**src/rtl/tuple_merge2_if.sv**
```systemverilog
// Tuple stream bundle: two upstream inputs plus one merged output.
// Field names mirror the tuple fields carried end to end.
interface tuple_merge2_if #(
  parameter int INPUT_SIZE = 64
);
  logic [1:0]                 in_valid;
  logic [1:0]                 in_ready;
  logic [1:0][INPUT_SIZE-1:0] in_data;
  logic [1:0][31:0]           in_tag;
  logic [1:0]                 in_last_processed;
  logic [1:0][63:0]           in_serialnum;
  logic [1:0]                 in_was_joined;
  logic                       out_ready;
  logic                       out_valid;
  logic [INPUT_SIZE-1:0]      out_data;
  logic [31:0]                out_tag;
  logic                       out_last_processed;
  logic [63:0]                out_serialnum;
  logic                       out_was_joined;

  modport slave (
    input  in_valid,
    output in_ready,
    input  in_data,
    input  in_tag,
    input  in_last_processed,
    input  in_serialnum,
    input  in_was_joined,
    input  out_ready,
    output out_valid,
    output out_data,
    output out_tag,
    output out_last_processed,
    output out_serialnum,
    output out_was_joined
  );

  modport master (
    output in_valid,
    input  in_ready,
    output in_data,
    output in_tag,
    output in_last_processed,
    output in_serialnum,
    output in_was_joined,
    output out_ready,
    input  out_valid,
    input  out_data,
    input  out_tag,
    input  out_last_processed,
    input  out_serialnum,
    input  out_was_joined
  );
endinterface

```
**src/rtl/tuple_merge2.sv**
```systemverilog
// Two-way round-robin tuple merge with a single output register.
// The stream ends only once both inputs have delivered their last tuple.
module tuple_merge2 #(
  parameter int INPUT_SIZE = 64,
  parameter int CNT_WIDTH  = 32
) (
  input  logic                 clk,
  input  logic                 resetn,
  tuple_merge2_if.slave        bus,
  output logic [CNT_WIDTH-1:0] tuple_count
);

  logic [1:0] done_q;
  logic       prio_q;

  logic       v_eff;
  logic       prio_eff;
  logic [1:0] done_eff;
  logic       load_ok;
  logic [1:0] elig;
  logic [1:0] grant;
  logic [1:0] rdy;
  logic       hs;
  logic       sel;
  logic       end_acc;
  logic       out_acc;
  logic [1:0] done_nx;

  logic [INPUT_SIZE-1:0] sel_data;

  // While in reset the handshake logic sees the post-reset state
  assign v_eff    = resetn & bus.out_valid;
  assign prio_eff = resetn & prio_q;
  assign done_eff = resetn ? done_q : 2'b00;

  assign load_ok = ~v_eff | bus.out_ready;
  assign elig    = bus.in_valid & ~done_eff;

  always_comb begin
    grant = 2'b00;
    if (elig[prio_eff]) begin
      grant[prio_eff] = 1'b1;
    end else if (elig[~prio_eff]) begin
      grant[~prio_eff] = 1'b1;
    end
  end

  assign rdy          = {2{load_ok}} & grant & ~done_eff;
  assign bus.in_ready = rdy;

  assign hs       = |(bus.in_valid & rdy);
  assign sel      = rdy[1];
  assign sel_data = bus.in_data[sel];

  assign out_acc = bus.out_valid & bus.out_ready;
  assign end_acc = out_acc & bus.out_last_processed;

  always_comb begin
    done_nx = done_q;
    if (hs) begin
      done_nx[sel] = done_q[sel]
                   | bus.in_last_processed[sel];
    end
  end

  always_ff @(posedge clk) begin
    if (!resetn) begin
      bus.out_valid          <= 1'b0;
      bus.out_data           <= '0;
      bus.out_tag            <= '0;
      bus.out_last_processed <= 1'b0;
      bus.out_serialnum      <= '0;
      bus.out_was_joined     <= 1'b0;
      done_q                 <= 2'b00;
      prio_q                 <= 1'b0;
      tuple_count            <= '0;
    end else begin
      if (hs) begin
        bus.out_valid          <= 1'b1;
        bus.out_data           <= sel_data;
        bus.out_tag            <= bus.in_tag[sel];
        bus.out_serialnum      <= bus.in_serialnum[sel];
        bus.out_was_joined     <= bus.in_was_joined[sel];
        bus.out_last_processed <= &done_nx;
        prio_q                 <= ~sel;
      end else if (bus.out_ready) begin
        bus.out_valid <= 1'b0;
      end
      // Both flags are set while a stream end is pending, so no
      // handshake can collide with the clear below.
      if (end_acc) begin
        done_q      <= 2'b00;
        prio_q      <= 1'b0;
        tuple_count <= '0;
      end else begin
        done_q <= done_nx;
        if (out_acc) begin
          tuple_count <= tuple_count + CNT_WIDTH'(1);
        end
      end
    end
  end

endmodule

```
**src/flat_wrapper.sv**
```systemverilog
// flat-port wrapper written by rule: the top's interface ports become plain ports
module tuple_merge2_flat 
#(
  parameter int INPUT_SIZE = 64,
  parameter int CNT_WIDTH  = 32
)
  (clk, resetn, tuple_count, bus_in_valid, bus_in_ready, bus_in_data, bus_in_tag, bus_in_last_processed, bus_in_serialnum, bus_in_was_joined, bus_out_ready, bus_out_valid, bus_out_data, bus_out_tag, bus_out_last_processed, bus_out_serialnum, bus_out_was_joined);
  tuple_merge2_if #(.INPUT_SIZE(INPUT_SIZE)) bus_i ();
  input  logic clk;
  input  logic resetn;
  output logic [CNT_WIDTH-1:0] tuple_count;
  input wire logic [$bits(bus_i.in_valid)-1:0] bus_in_valid;
  output wire logic [$bits(bus_i.in_ready)-1:0] bus_in_ready;
  input wire logic [$bits(bus_i.in_data)-1:0] bus_in_data;
  input wire logic [$bits(bus_i.in_tag)-1:0] bus_in_tag;
  input wire logic [$bits(bus_i.in_last_processed)-1:0] bus_in_last_processed;
  input wire logic [$bits(bus_i.in_serialnum)-1:0] bus_in_serialnum;
  input wire logic [$bits(bus_i.in_was_joined)-1:0] bus_in_was_joined;
  input wire logic [$bits(bus_i.out_ready)-1:0] bus_out_ready;
  output wire logic [$bits(bus_i.out_valid)-1:0] bus_out_valid;
  output wire logic [$bits(bus_i.out_data)-1:0] bus_out_data;
  output wire logic [$bits(bus_i.out_tag)-1:0] bus_out_tag;
  output wire logic [$bits(bus_i.out_last_processed)-1:0] bus_out_last_processed;
  output wire logic [$bits(bus_i.out_serialnum)-1:0] bus_out_serialnum;
  output wire logic [$bits(bus_i.out_was_joined)-1:0] bus_out_was_joined;
  assign bus_i.in_valid = bus_in_valid;
  assign bus_in_ready = bus_i.in_ready;
  assign bus_i.in_data = bus_in_data;
  assign bus_i.in_tag = bus_in_tag;
  assign bus_i.in_last_processed = bus_in_last_processed;
  assign bus_i.in_serialnum = bus_in_serialnum;
  assign bus_i.in_was_joined = bus_in_was_joined;
  assign bus_i.out_ready = bus_out_ready;
  assign bus_out_valid = bus_i.out_valid;
  assign bus_out_data = bus_i.out_data;
  assign bus_out_tag = bus_i.out_tag;
  assign bus_out_last_processed = bus_i.out_last_processed;
  assign bus_out_serialnum = bus_i.out_serialnum;
  assign bus_out_was_joined = bus_i.out_was_joined;
  tuple_merge2 #(.INPUT_SIZE(INPUT_SIZE), .CNT_WIDTH(CNT_WIDTH)) u_core (.clk(clk), .resetn(resetn), .bus(bus_i), .tuple_count(tuple_count));
endmodule
```
**config.mk**
```make
export PLATFORM = sky130hd
export DESIGN_NAME = tuple_merge2_flat
export DESIGN_NICKNAME = d
export VERILOG_FILES = /design/src/rtl/tuple_merge2_if.sv /design/src/rtl/tuple_merge2.sv /design/src/flat_wrapper.sv
export SDC_FILE = /design/constraint.sdc
export NUM_CORES = 1
export LEC_CHECK = 0
export ABC_CLOCK_PERIOD_IN_PS = 2700
export CAP_MARGIN = 25
export CORE_AREA = 2 2 204 206
export CTS_CLUSTER_SIZE = 30
export DETAILED_ROUTE_END_ITERATION = 7
export DIE_AREA = 0 0 206 208
export PLACE_DENSITY = 0.59
export SKIP_CTS_REPAIR_TIMING = 1
export SYNTH_ARGS = -nofsm -noshare
export SYNTH_HDL_FRONTEND = slang
export SYNTH_SLANG_ARGS = --single-unit
```
**constraint.sdc**
```tcl
create_clock -name clk -period 2.7 [get_ports clk]
set_input_delay 0.54 -clock clk [delete_from_list [all_inputs] [get_ports clk]]
set_output_delay 0.54 -clock clk [all_outputs]
set_load 0.03 [all_outputs]
```
==> results.md, run 1 <==
* Status: complete, no violations
* Final Cycle Share at 0.894
* CTS Buf Count at 17
* Total Routed Length at 36000 µm
* Initial Utilization at 0.209
* Commonest non-fill, non-tap cell in the layout: clkdlybuf4s50_1
* Crit-path leading delay family: buffers and inverters
* Maxcap violations at 0
* R2r worst-path depth at 4
* Post-detail-place hpwl at 26200 µm
* Antenna violations before repair at 0
* GRT Util Overall at 0.165
* Area contributors post-synth: dfxtp_1 47%, o221a_2 21%, nand2_1 15%
* Peak VDD IR at 0.340 mV
* Crit path arrival time at 1.87 ns
* DRC at 0
* Post-Layout Cell Count at 1974
* Share of layout cells above drive strength 1 at 0.155
* Worst skew pair latency at 0.48 ns
* Cell taking the most area after synthesis: dfxtp_1
* Final instance area at 14900 µm²
* Global-route wire length before repair at 54000 µm
* Site row count at 74
* Sequential-to-total area share from yosys stat at 0.468
* CP startpoint kind: input port
* Critical path depth at 7
* Clk sinks at 198
* Static leakage at 0.00598 µW
* Max clock buf depth at 2
* Die X at 206 µm
* Total nets after synthesis at 1275
* Gr ovfl total at 0
* DRT Pass-1 Iters at 5
* Via count at 9106
* Unrepaired setup endpoints after global routing: no
* TritonCTS clock tree: done
* H-tree depth at 4
* Crit path from: bus_out_ready
* Die area at 42800 µm²
* Pin count of the biggest net entering global routing at 89
* Post-DRT Antenna Nets at 0
* Vias per std cell at 4.61
* WP data required at 2.16 ns
* Vias in the first global route at 9094
* Max Clk Rate at 0.414 GHz
* Critical path type: input port to output pin
* Cell Area, Placed at 14400 µm²
* Diode count at 0
* PortBufs at 525
* Worst Hold End: u_core.tuple_count[26]
* Most frequent cells in the layout: 522 x clkdlybuf4s50_1, 345 x nand2_1, 198 x dfxtp_1
* Slew Viols, Final at 0
* EDFF count, synth at 0
* Cell breakdown of the critical path: clkdlybuf4s50_1 > and2b_1 > nor3_1 > buf_4 > o21ai_4 > inv_1 > buf_12
* Fill cell count at 4090
* Predominant post-synthesis flop cell: dfxtp_1
* Synth Instances at 945
* Worst hold path stage count at 2
* Hold Vio Cnt, Final at 0
* Core Area at 40600 µm²
* Dpl cells at 1942
* Worst R2R Setup Slack at 0.74 ns
* Type of destination of the critical path: output pin
* Ys async rst share at 0
* Critical R2R Launch: u_core.tuple_count[4]
* CTS root buffer: clkbuf_16
* Initial DRC count at 645
* WL/cell at 18.2 µm
* Slowest stage cell, crit path: clkdlybuf4s50_1
* Slew HR at 0.641
* CP max stage delay at 0.48 ns
* Pwr/cell area at 587 nW/µm²
* Final min period at 2.41 ns
* Ys Warns at 0
* GP Congestion at 0.834
* Worst hold start: u_core.tuple_count[26]
* Die Ht at 208 µm
* Worst Skew at 0.00576 ns
* Yosys cell types at 43
* Mapped Area at 8480 µm²
* Layout Nets at 1759
* Post-synthesis register bit count at 198
* Synth-to-Final Area Change at 76.3%
* Synth top area share at 0.468
* Setup_tns at 0 ns
* Worst min path class: flop to flop
* WP buf/inv at 4
* Num ports at 526
* Reg clk slew, reported paths at 0.07 ns
* Critical Path Fanout Max at 3
* Worst slew pin tran at 0.538 ns
* RR Endpoint: u_core.tuple_count[31]
* Final setup fails at 0
* Syn Area/Cell at 8.97 µm²
## cells in the mapped netlist (3+ instances only)
cell type	n
or3_1	10
nand3_1	12
mux2i_1	6
nor2_1	14
a21oi_1	16
inv_1	8
nor4_1	4
or4_1	8
o41ai_1	3
dfxtp_1	198
nor3_1	7
buf_1	11
o21ai_0	6
and3_1	4
xor2_1	5
xnor2_1	6
nand2_1	345
o311ai_0	3
o31ai_1	8
o221a_2	161
and4_1	6
nand4_1	11
buf_2	19
clkbuf_1	50
## cells by family after synthesis
kind of cell,count (synthesis),share of synthesized area
AND/OR/NAND/NOR,434,0.220
AO/OA/AOI/OAI,204,0.247
flip-flops,198,0.468
buffers and inverters,91,0.0449
XOR/XNOR,11,0.0114
multiplexers,6,0.00709
adder cells (fa/ha/maj),1,0.00148
## stage by stage
step	util	hold slack, ns	total power (µW)	setup WS [ns]
finish	0.369	0.503	8770	0.285
CTS	0.369	0.506	8900	0.213
floorplan	-	0.472	4870	0.413
global route	0.369	0.518	9180	0.150
detailed placement	0.355	0.493	6320	0.245
global placement	0.355	0.474	6300	0.267
## worst reg2reg max path, cell delays in order, from the launching register on
cell	delay, ns
dfxtp_1	0.47
and4_1	0.48
nand4_2	0.27
or4_1	0.52
a21oi_1	0.16
## per-layer routing
layer,share of wire,global-route usage
met1,0.40,0.194
met5,0,0
met4,0.029,0.0677
met3,0.083,0.0594
met2,0.48,0.269
## report_power, final
part	switching [µW]	total, µW	internal [µW]
combinational	1400	2810	1400
sequential	191	3440	3250
clock	1210	2520	1320
## registers in the layout, indices dropped and copies added (netlist names)
signal                         flops
u_core.bus.out_last_processed      1
u_core.bus.out_was_joined          1
u_core.bus.out_valid               1
u_core.done_q                      2
u_core.bus.out_tag                32
u_core.prio_q                      1
u_core.bus.out_serialnum          64
u_core.tuple_count                32
u_core.bus.out_data               64
## how the worst max path moves through the flow
stage,slack (ns),to
floorplan,0.41,bus_in_ready[1]
global placement,0.27,u_core.bus.out_serialnum[30]
detailed placement,0.25,u_core.bus.out_data[61]
global route,0.15,bus_in_ready[0]
finish,0.29,bus_in_ready[0]
CTS,0.21,bus_in_ready[0]
## layout make-up
cell class,instances,area (µm²),share of cell area
multi-input combinational,656,4160,0.278
clock inverter,8,73.8,0.00494
clock buffer,24,472,0.0316
inverter,8,30.0,0.00201
timing repair buffer,548,5580,0.373
tap,532,666,0.0445
sequential,198,3960,0.265
No activity file was read; power rests on OpenSTA's default activity.
==> inputs of run 2 (changes only) <==
--- a/config.mk
+++ b/config.mk
@@ -7,11 +7,11 @@
 export LEC_CHECK = 0
 export ABC_CLOCK_PERIOD_IN_PS = 2700
 export CAP_MARGIN = 25
-export CORE_AREA = 2 2 204 206
+export CORE_AREA = 5 5 201 203
 export CTS_CLUSTER_SIZE = 30
 export DETAILED_ROUTE_END_ITERATION = 7
 export DIE_AREA = 0 0 206 208
-export PLACE_DENSITY = 0.59
+export PLACE_DENSITY = 0.62
 export SKIP_CTS_REPAIR_TIMING = 1
 export SYNTH_ARGS = -nofsm -noshare
 export SYNTH_HDL_FRONTEND = slang
==> run 2 against run 1 <==
Effect of this change: sequential share of layout area up 0.076 points; clock skew up 0.017 ns; final cell count down 1.2%; combinational power about the same; cell area down 0.28%; critical path type unchanged; critical endpoint unchanged.
==> results.md, run 2 (synthesized netlist as in run 1, its figures left out) <==
* Status: complete, no violations
* Pint at 6260 µW
* Slowest stage cell, crit path: clkdlybuf4s50_1
* Cell breakdown of the critical path: clkdlybuf4s50_1 > and2b_1 > nor3_1 > o21ai_4 > inv_1 > buf_12
* GRT Util Overall at 0.167
* CTS Buf Count at 17
* Maxcap violations at 0
* Final setup margin at 0.215 ns
* Final setup fails at 0
* H-tree depth at 4
* Clock power share at 0.319
* Initial DRC count at 659
* Antenna violations before repair at 1
* Post-detail-place hpwl at 27000 µm
* Reg clk slew, reported paths at 0.07 ns
* DRT Pass-1 Iters at 5
* Die area at 42800 µm²
* Max Clk Rate at 0.402 GHz
* Worst skew pair latency at 0.49 ns
* Sw Pwr at 2860 µW
* Worst min path class: flop to flop
* Global-route wire length before repair at 55500 µm
* Unrepaired setup endpoints after global routing: no
* Final Cycle Share at 0.920
* WP data required at 2.16 ns
* Multi-input logic area at 4160 µm²
* Die X at 206 µm
* Critical path type: input port to output pin
* Cell Area, Placed at 14200 µm²
* Gr ovfl total at 0
* Layout Nets at 1749
* Initial Utilization at 0.221
* CP startpoint kind: input port
* Most frequent cells in the layout: 522 x clkdlybuf4s50_1, 345 x nand2_1, 198 x dfxtp_1
* Vias in the first global route at 9316
* Crit-path leading delay family: buffers and inverters
* Post-DRT Antenna Nets at 0
* Crit path arrival time at 1.94 ns
* Type of destination of the critical path: output pin
* Total Routed Length at 37200 µm
* Max clock buf depth at 2
* Die Ht at 208 µm
* DP Worst Slack at 0.188 ns
* Switching fraction of total power at 0.314
* TritonCTS clock tree: done
* Final instance area at 14900 µm²
* Comb pwr share at 0.304
* Vias per std cell at 4.67
* Setup_tns at 0 ns
* Worst slew pin tran at 0.818 ns
* PortBufs at 525
* Largest registers: u_core.bus.out_data x64, u_core.bus.out_serialnum x64
* Slew HR at 0.455
* Post-Layout Cell Count at 1951
* Core Util, Final at 0.389
* Static leakage at 0.00596 µW
* Slew Viols, Final at 0
* Pwr/cell area at 612 nW/µm²
* Core Area at 38300 µm²
* Register Area at 3960 µm²
* Share of layout cells above drive strength 1 at 0.152
* CP max stage delay at 0.50 ns
* CTS root buffer: clkbuf_16
* Site row count at 72
* Critical Path Fanout Max at 3
* Dpl cells at 1918
* Via count at 9110
* Synth-to-Final Area Change at 75.8%
* Final min period at 2.48 ns
* Commonest non-fill, non-tap cell in the layout: clkdlybuf4s50_1
* Worst Skew at 0.0223 ns
* WP buf/inv at 3
* GP Congestion at 0.804
* WL/cell at 19.1 µm
* Pin count of the biggest net entering global routing at 97
* Num ports at 526
* DRC at 0
* Peak VDD IR at 0.379 mV
* Hold Vio Cnt, Final at 0
* Clk sinks at 198
* Sequential Power Share at 0.377
* Fill cell count at 3764
-- run 2: worst paths after layout --
path,cells past startpoint,from,slack (ns),end
max reg2reg,4,u_core.tuple_count[4],0.75,u_core.tuple_count[31]
max,6,bus_out_ready,0.22,bus_in_ready[0]
min,2,u_core.tuple_count[31],0.49,u_core.tuple_count[31]
min reg2reg,2,u_core.tuple_count[31],0.49,u_core.tuple_count[31]
-- run 2: layout make-up --
type / count / area share
sequential: 198 / 0.266
antenna: 1 / 0.000168
clock buffer: 20 / 0.0313
multi-input combinational: 656 / 0.279
inverter: 8 / 0.00201
tap: 518 / 0.0435
clock inverter: 12 / 0.0127
timing repair buffer: 538 / 0.365
-- run 2: per-stage QoR --
step	power, µW	hold WS [ns]
floorplan	4870	0.472
global placement	6260	0.480
detailed placement	6280	0.484
CTS	9260	0.496
global route	9520	0.520
finish	9130	0.486
-- run 2: metal layers --
metal	global-route usage	up-vias	share of wire
met5	0	-	0
met3	0.0600	55	0.090
met1	0.195	4264	0.40
met2	0.277	390	0.48
met4	0.0707	0	0.033
li1	-	4401	-
-- run 2: worst min-delay path, delay by kind of cell (launching register included) --
| family | cells | cell delay (ns) |
|---|---|---|
| flops | 1 | 0.32 |
| compound gates | 2 | 0.11 |
-- run 2: power by group through the flow --
stage                     clock [µW]  combinational (µW)  sequential (µW)
after global placement             0                2770             3490
after floorplan                    0                 755             4120
after detailed placement           0                2790             3490
final                           2910                2780             3440
after CTS                       3030                2800             3440
after global routing            3100                2950             3480
